### src/rtl/xbar_ingress_port.sv
// Crossbar ingress port: accepts packets offered by the local core, stamps the
// source node, drops packets with an illegal destination (flagging dest_err),
// queues the rest in a small FIFO and presents the oldest entry as a request to
// the crossbar until it is granted.
//
// Packet layout (32 bits): [31:24] src, [23:16] dest, [15:0] memoryAddress.
// The dest field is 8 bits wide so out-of-range destinations can be detected.
module xbar_ingress_port #(
    parameter int NUM_PROC = 4,
    parameter int NODE_ID  = 0,
    parameter int DEPTH    = 4,
    localparam int DEST_W  = $clog2(NUM_PROC),
    localparam int PTR_W   = $clog2(DEPTH),
    localparam int PKT_W   = 32
) (
    input  logic              clk,
    input  logic              rst,
    input  logic              packetCoreIn,
    input  logic [PKT_W-1:0]  packetSendIn,
    output logic              recievedOut,
    output logic              full,
    output logic              out_req,
    output logic [DEST_W-1:0] out_dest,
    output logic [PKT_W-1:0]  out_pkt,
    input  logic              out_grant,
    output logic [PTR_W:0]    occupancy,
    output logic [7:0]        stall_cnt,
    output logic              dest_err
);

    typedef enum logic {ST_EMPTY, ST_REQ} state_t;

    state_t            state_p0, state_nxt;
    logic [PKT_W-1:0]  mem [DEPTH];
    logic [PTR_W-1:0]  wr_ptr_p0, rd_ptr_p0;
    logic [PTR_W:0]    occ_p0;
    logic              accept, dest_ok, wr_en, pop;
    logic [PKT_W-1:0]  head;
    logic              unused_src;

    // Saturating increment for the stall counter.
    function automatic logic [7:0] sat_inc8(input logic [7:0] v);
        return (v == 8'hFF) ? v : v + 8'd1;
    endfunction

    // The offered src field is replaced by NODE_ID, so it is never looked at.
    assign unused_src = ^packetSendIn[31:24];

    // A held offer is not re-sampled during its own acknowledge cycle, and a
    // full FIFO never accepts even if the head is popped on the same edge.
    assign accept  = packetCoreIn & ~recievedOut & ~full;
    assign dest_ok = {1'b0, packetSendIn[23:16]} < 9'(NUM_PROC);
    assign wr_en   = accept & dest_ok;
    assign pop     = (state_p0 == ST_REQ) & out_grant;
    assign full    = (occ_p0 == (PTR_W+1)'(DEPTH));
    assign occupancy = occ_p0;
    assign head    = mem[rd_ptr_p0];

    // Head FSM next state and request outputs; the head is zeroed while idle.
    always_comb begin
        state_nxt = state_p0;
        out_req   = 1'b0;
        out_pkt   = '0;
        out_dest  = '0;
        case (state_p0)
            ST_EMPTY: begin
                if (wr_en) state_nxt = ST_REQ;
            end
            ST_REQ: begin
                out_req  = 1'b1;
                out_pkt  = head;
                out_dest = head[16 +: DEST_W];
                if (pop && !wr_en && occ_p0 == (PTR_W+1)'(1)) state_nxt = ST_EMPTY;
            end
            default: state_nxt = ST_EMPTY;
        endcase
    end

    // ---- stage p0: control state (FSM, pointers, occupancy, flags) ----
    always_ff @(posedge clk or posedge rst) begin
        if (rst) begin
            state_p0    <= ST_EMPTY;
            wr_ptr_p0   <= '0;
            rd_ptr_p0   <= '0;
            occ_p0      <= '0;
            recievedOut <= 1'b0;
            stall_cnt   <= '0;
            dest_err    <= 1'b0;
        end else begin
            state_p0    <= state_nxt;
            recievedOut <= accept;
            if (wr_en) wr_ptr_p0 <= wr_ptr_p0 + 1'b1;
            if (pop)   rd_ptr_p0 <= rd_ptr_p0 + 1'b1;
            case ({wr_en, pop})
                2'b10:   occ_p0 <= occ_p0 + 1'b1;
                2'b01:   occ_p0 <= occ_p0 - 1'b1;
                default: occ_p0 <= occ_p0;
            endcase
            if (accept && !dest_ok) dest_err <= 1'b1;
            if (state_p0 == ST_REQ && !out_grant) stall_cnt <= sat_inc8(stall_cnt);
            else                                  stall_cnt <= '0;
        end
    end

    // FIFO storage; src is stamped with this node's id on write.
    always_ff @(posedge clk) begin
        if (wr_en) mem[wr_ptr_p0] <= {8'(NODE_ID), packetSendIn[23:0]};
    end

endmodule

### config.mk
export PLATFORM = sky130hd
export DESIGN_NAME = xbar_ingress_port
export DESIGN_NICKNAME = d
export VERILOG_FILES = /design/src/rtl/xbar_ingress_port.sv
export SDC_FILE = /design/constraint.sdc
export NUM_CORES = 1
export LEC_CHECK = 0
export ABC_AREA = 1
export ABC_CLOCK_PERIOD_IN_PS = 4700
export BUFFER_PORTS_ARGS = -buffer_cell sky130_fd_sc_hd__buf_2
export CAP_MARGIN = 40
export CORE_MARGIN = 1
export CORE_UTILIZATION = 38
export DETAILED_ROUTE_END_ITERATION = 8
export SYNTH_ARGS = -nofsm -noshare
export SYNTH_HDL_FRONTEND = slang
export SYNTH_SLANG_ARGS = --single-unit
### constraint.sdc
create_clock -name clk -period 4.7 [get_ports clk]
set_input_delay 0.235 -clock clk [delete_from_list [all_inputs] [get_ports clk]]
set_output_delay 0.235 -clock clk [all_outputs]
set_load 0.1 [all_outputs]
; ---- After elaboration in Yosys (flattened, before gate mapping)
; Memory sizes are Yosys's and may differ from the RTL's.
; Cells that the tools add are included.
[op_classes]
n_bitwise = 7
eq_ne = 6
mux = 10
addsub = 5
n_reduce_logical = 8
n_lt_le_gt_ge = 1
[ops]
columns = op, n
row1 = 32-bit 2-to-1 mux, 1
row2 = 8-bit 2-to-1 mux, 2
row3 = 8-bit by 1-bit adder with 8-bit output (second input constant), 1
row4 = 8-bit == test (second input constant), 1
row5 = 8-bit by 3-bit < comparator with 1-bit output (second input constant), 1
row6 = 3-bit one-hot mux with 2 select lines, 1
row7 = 2-bit by 1-bit adder with 2-bit output (second input constant), 2
row8 = 1-bit AND, 4
row9 = 1-bit logical AND, 4
row10 = 1-bit 2-to-1 mux, 4
row11 = 3-bit by 1-bit adder with 3-bit output (second input constant), 1
row12 = 3-bit by 1-bit == test with 1-bit output (second input constant), 1
row13 = 3-bit == test (second input constant), 1
row14 = 1-bit zero test, 3
row15 = 1-bit inverter, 3
row16 = 3-bit by 1-bit subtractor with 3-bit output (second input constant), 1
row17 = 2-bit by 1-bit == test with 1-bit output (second input constant), 1
row18 = 2-bit == test (second input constant), 1
row19 = 2-bit 2-to-1 mux, 1
row20 = 2-bit != test (second input constant), 1
row21 = 1-bit one-hot mux with 2 select lines, 1
row22 = 2-bit nonzero test, 1
[totals]
mem_count = 1
mem_bits_rw = 96
ff_bits = 18
out_inout_bits = 49
[mem_list]
columns = memory, words, width, read_ports, rd_clocked_by_memory_dff, write_ports, line_no
row1 = mem, 4, 24, 1, 0, 1, 34  ; logic [PKT_W-1:0] mem [DEPTH];

; ---- Longest topological paths before layout
[depth]
depth_word = 9
ltp_mapped = 12
ltp_nobuf = 12

; ---- Worst setup path after synthesis
; OpenSTA, ideal clock, no wires.
[synth_timing]
path_kind = reg-to-output
from = register state_p0
to = output out_pkt[17]
arrival_ns = 3.469
path_slack_ns = 0.996
path_stages_with_launch = 5
n_path_buf = 2
t_required_ns = 4.465
cell_sequence = dfrtp_1 -> inv_2 -> buf_1 -> a21oi_1 -> buf_4
[synth_between]
elab_chain_cells = 1
[synth_lines]
columns = element, line_no
row1 = "start, declared", 33  ; state_t state_p0, state_nxt;
row2 = "start signal, assigned", 90  ; state_p0 <= state_nxt;
row3 = 32-bit 2-to-1 mux, 65  ; case (state_p0)
row4 = "end, declared", 24  ; output logic [PKT_W-1:0] out_pkt,
; Every way passes these cells.

; ---- Worst setup path in the final report
[layout_timing]
from = register rd_ptr_p0[0]
to = output out_pkt[23]
[layout_between]
elab_chain_cells = 2
[layout_lines]
columns = element, line_no
row1 = "start, declared", 35  ; logic [PTR_W-1:0] wr_ptr_p0, rd_ptr_p0;
row2 = "start signal, assigned", 93  ; if (pop) rd_ptr_p0 <= rd_ptr_p0 + 1'b1;
row3 = memory 4 x 24 bit, -
row4 = 32-bit 2-to-1 mux, 65
; Every way passes these cells.

==> flow_metrics.py <==
metrics = {
    "synthesis": {
        "postSynthCellCount": 461,
        "synthTopCellsByArea": "edfxtp_1 (58%), nand2_1 (9.4%), dfrtp_1 (9.0%)",
        "yosys_warnings": 0,
        "synth_edf_count": 96,
        "synth_cell_types": 30,
        "yosysSeqAreaShare": 0.666,
        "ys_top_cells_by_count": "nand2_1 (126), edfxtp_1 (96), nor2_1 (67)",
        "synth-main-ff-cell": "edfxtp_1",
        "ys_ff_latch": 114,
        "synth_area_leader_cell": "edfxtp_1",
        "yosys.area.top_type_share": 0.576,
        "syn-mean-instance-area_um2": 10.9,
        "async_reset_ff_frac": 0.158,
        "post-synth-top-count-cell": "nand2_1",
        "synthesis.area_mm2": 0.00501,
    },
    "clocking": {
        "cts_buffers": 17,
        "numClockSinks": 114,
        "cts_tree": "built",
        "clock_latency_ns": 0.41,
        "cts-root-buf": "clkbuf_16",
        "cts_max_level": 4,
        "cts_buffer_depth": 2,
        "path_clk_slew_ns": 0.05,
    },
    "sta": {
        "fin_crit_sh": 0.556,
        "period_needed_ns": 2.61,
        "max_freq_mhz": 383,
        "hold_violations": 0,
        "final_max_slew_viol_count": 0,
        "fin_ws_ns": 2.09,
        "skew_ns": 0.00498,
        "rsz0062_at_grt": "no",
        "finalSetupTns_ns": 0,
        "slew_headroom": 0.521,
        "tightest_slew_ns": 0.717,
        "setup_viol": 0,
    },
    "global_route": {
        "grt-ovfl-total": 0,
        "grt_max_degree": 50,
        "grt_use_total": 0.160,
        "antenna_found_initial": 0,
        "grt_pass1_vias": 3133,
        "grt_first_pass_wirelength_um": 15600,
    },
    "critical_path": {
        "required_ns": 4.47,
        "crit_top_cell": "nand2_1",
        "slowest_stage": "dfrtp_2",
        "cp_cell_sequence": "inv_4 -> nand2_1 -> nand2_1 -> nand2_1 -> a21oi_1 -> buf_2",
        "path_max_fanout": 49,
        "end_kind": "output pin",
        "r2r_slack_ns": 2.34,
        "worstSetupPathType": "reg -> out",
        "arrival_ns": 2.38,
        "start_kind": "flip-flop",
        "critPathMaxStageDelay_ns": 0.56,
    },
    "floorplanning": {
        "die_h_um": 117,
        "core_mm2": 0.0127,
        "io_pins": 85,
        "fp-row-count": 41,
        "die-area_mm2": 0.0136,
        "die_w_um": 117,
        "initial_core_util": 0.394,
    },
    "drt": {
        "post_drt_via_cell_ratio": 4.56,
        "num_vias": 3276,
        "ant_nets": 0,
        "remaining_drc_errors": 0,
        "wirelength_um": 9900,
        "wl_per_cell_um": 13.8,
        "drtPass1Iterations": 4,
        "drt_iter0_markers": 222,
    },
    "job": {
        "cap_violations": 0,
    },
    "power": {
        "power_leakage_nw": 2.54,
        "power_density_mw_per_mm2": 639,
        "power.total_mw": 3.88,
        "peakVddDrop_uv": 522,
    },
    "placement": {
        "io_buffers": 68,
        "hpwl_um": 5910,
        "dpl-instance-area_mm2": 0.00548,
        "gp_congestion": 0.785,
        "place_ws_ns": 2.32,
    },
    "final_layout": {
        "postLayoutCellArea_mm2": 0.00607,
        "diodes": 0,
        "drive_above_1_share": 0.227,
        "nNetsFinal": 582,
        "nFillCells": 1173,
        "synthToLayoutAreaGrowth_pct": 21.2,
    },
    "worst_hold_path": {
        "min_path_type": "in -> reg",
    },
    "outcome": {
        "status": "finished, final reports clean",
    },
}
## cells in the final DEF (no fill, tap or decap), drive strengths merged, types with 13 or more instances in the layout
cell,count
nand3,13
a21oi,26
inv,31
edfxtp,96
o21ai,28
dfrtp,18
nand2,131
buf,75
nor2,69
clkbuf,19
## logic make-up (layout without fill, tap and decap cells)
logic type,after synthesis,in the layout,synth area share
AOI/OAI and AO/OA,58,58,0.0637
xor gates and xnor gates,2,2,0.00500
DFF,114,114,0.665
and+or+nand+nor,216,216,0.173
adders and majority gates,11,11,0.0275
other,1,8,0.000749
buffers and inverters,59,138,0.0642
## metal layers
| metal | up-vias | share of wire | track usage |
|---|---|---|---|
| li1 | 1660 | - | - |
| met1 | 1524 | 0.45 | 0.191 |
| met2 | 85 | 0.48 | 0.264 |
| met3 | 7 | 0.057 | 0.0587 |
| met4 | 0 | 0.0088 | 0.0608 |
| met5 | - | 0 | 0 |
## sequential cells by signal, summed over array words and instances (netlist names)
| name | flops |
|---|---|
| rd_ptr_p0 | 2 |
| state_p0 | 1 |
| recievedOut | 1 |
| wr_ptr_p0 | 2 |
| dest_err | 1 |
| stall_cnt | 8 |
| mem | 96 |
| occupancy | 3 |
## worst paths after layout
path / startpoint / endpoint / depth (start not counted)
max: rd_ptr_p0[0]$_DFFE_PP0P_ / out_pkt[23] / 6
min: packetSendIn[6] / mem[0][6]$_DFFE_PP_ / 1
max reg2reg: occupancy[0]$_DFFE_PP0P_ / mem[3][7]$_DFFE_PP_ / 8
min reg2reg: dest_err$_DFFE_PP0P_ / dest_err$_DFFE_PP0P_ / 1
max in group asynchronous: rst / rd_ptr_p0[0]$_DFFE_PP0P_ / 3
min in group asynchronous: rst / stall_cnt[4]$_DFFE_PP0P_ / 3
## layout make-up
class	instances	area [um^2]	share of cell area
Clock buffer	19	433	0.0713
Clock inverter	12	141	0.0233
Inverter	31	119	0.0196
Multi-Input combinational cell	295	1390	0.229
Sequential cell	114	3330	0.549
Tap cell	172	215	0.0355
Timing Repair Buffer	76	435	0.0718
## stage by stage
stage                     hold slack [ns]  instances   util
after floorplan                     0.174        468      -
after global placement              0.390        685  0.427
after global routing               0.0263        719  0.477
after detailed placement            0.401        687  0.431
final                              0.0441        719  0.477
after CTS                          0.0308        719  0.477
## worst max-delay path, delay by kind of cell (launching register included)
family	cells	cell delay [ns]
AND/OR/NAND/NOR	3	0.25
AO/OA/AOI/OAI	1	0.20
flip-flops	1	0.56
buffers and inverters	2	0.94
## report_power, final
| part | internal [mW] | total [mW] | switching (mW) |
|---|---|---|---|
| sequential | 1.13 | 1.19 | 0.0573 |
| combinational | 0.291 | 1.44 | 1.15 |
| clock | 0.821 | 1.25 | 0.427 |
| total | 2.24 | 3.88 | 1.64 |
## repair_timing
action | 4_1_cts | 5_1_grt
hold buffers | 1 | 0
hold endpoints to repair | 18 | 0
buffers inserted | 0 | 0
gates resized for setup | 0 | 0
No activity file was read; power rests on OpenSTA's default activity.
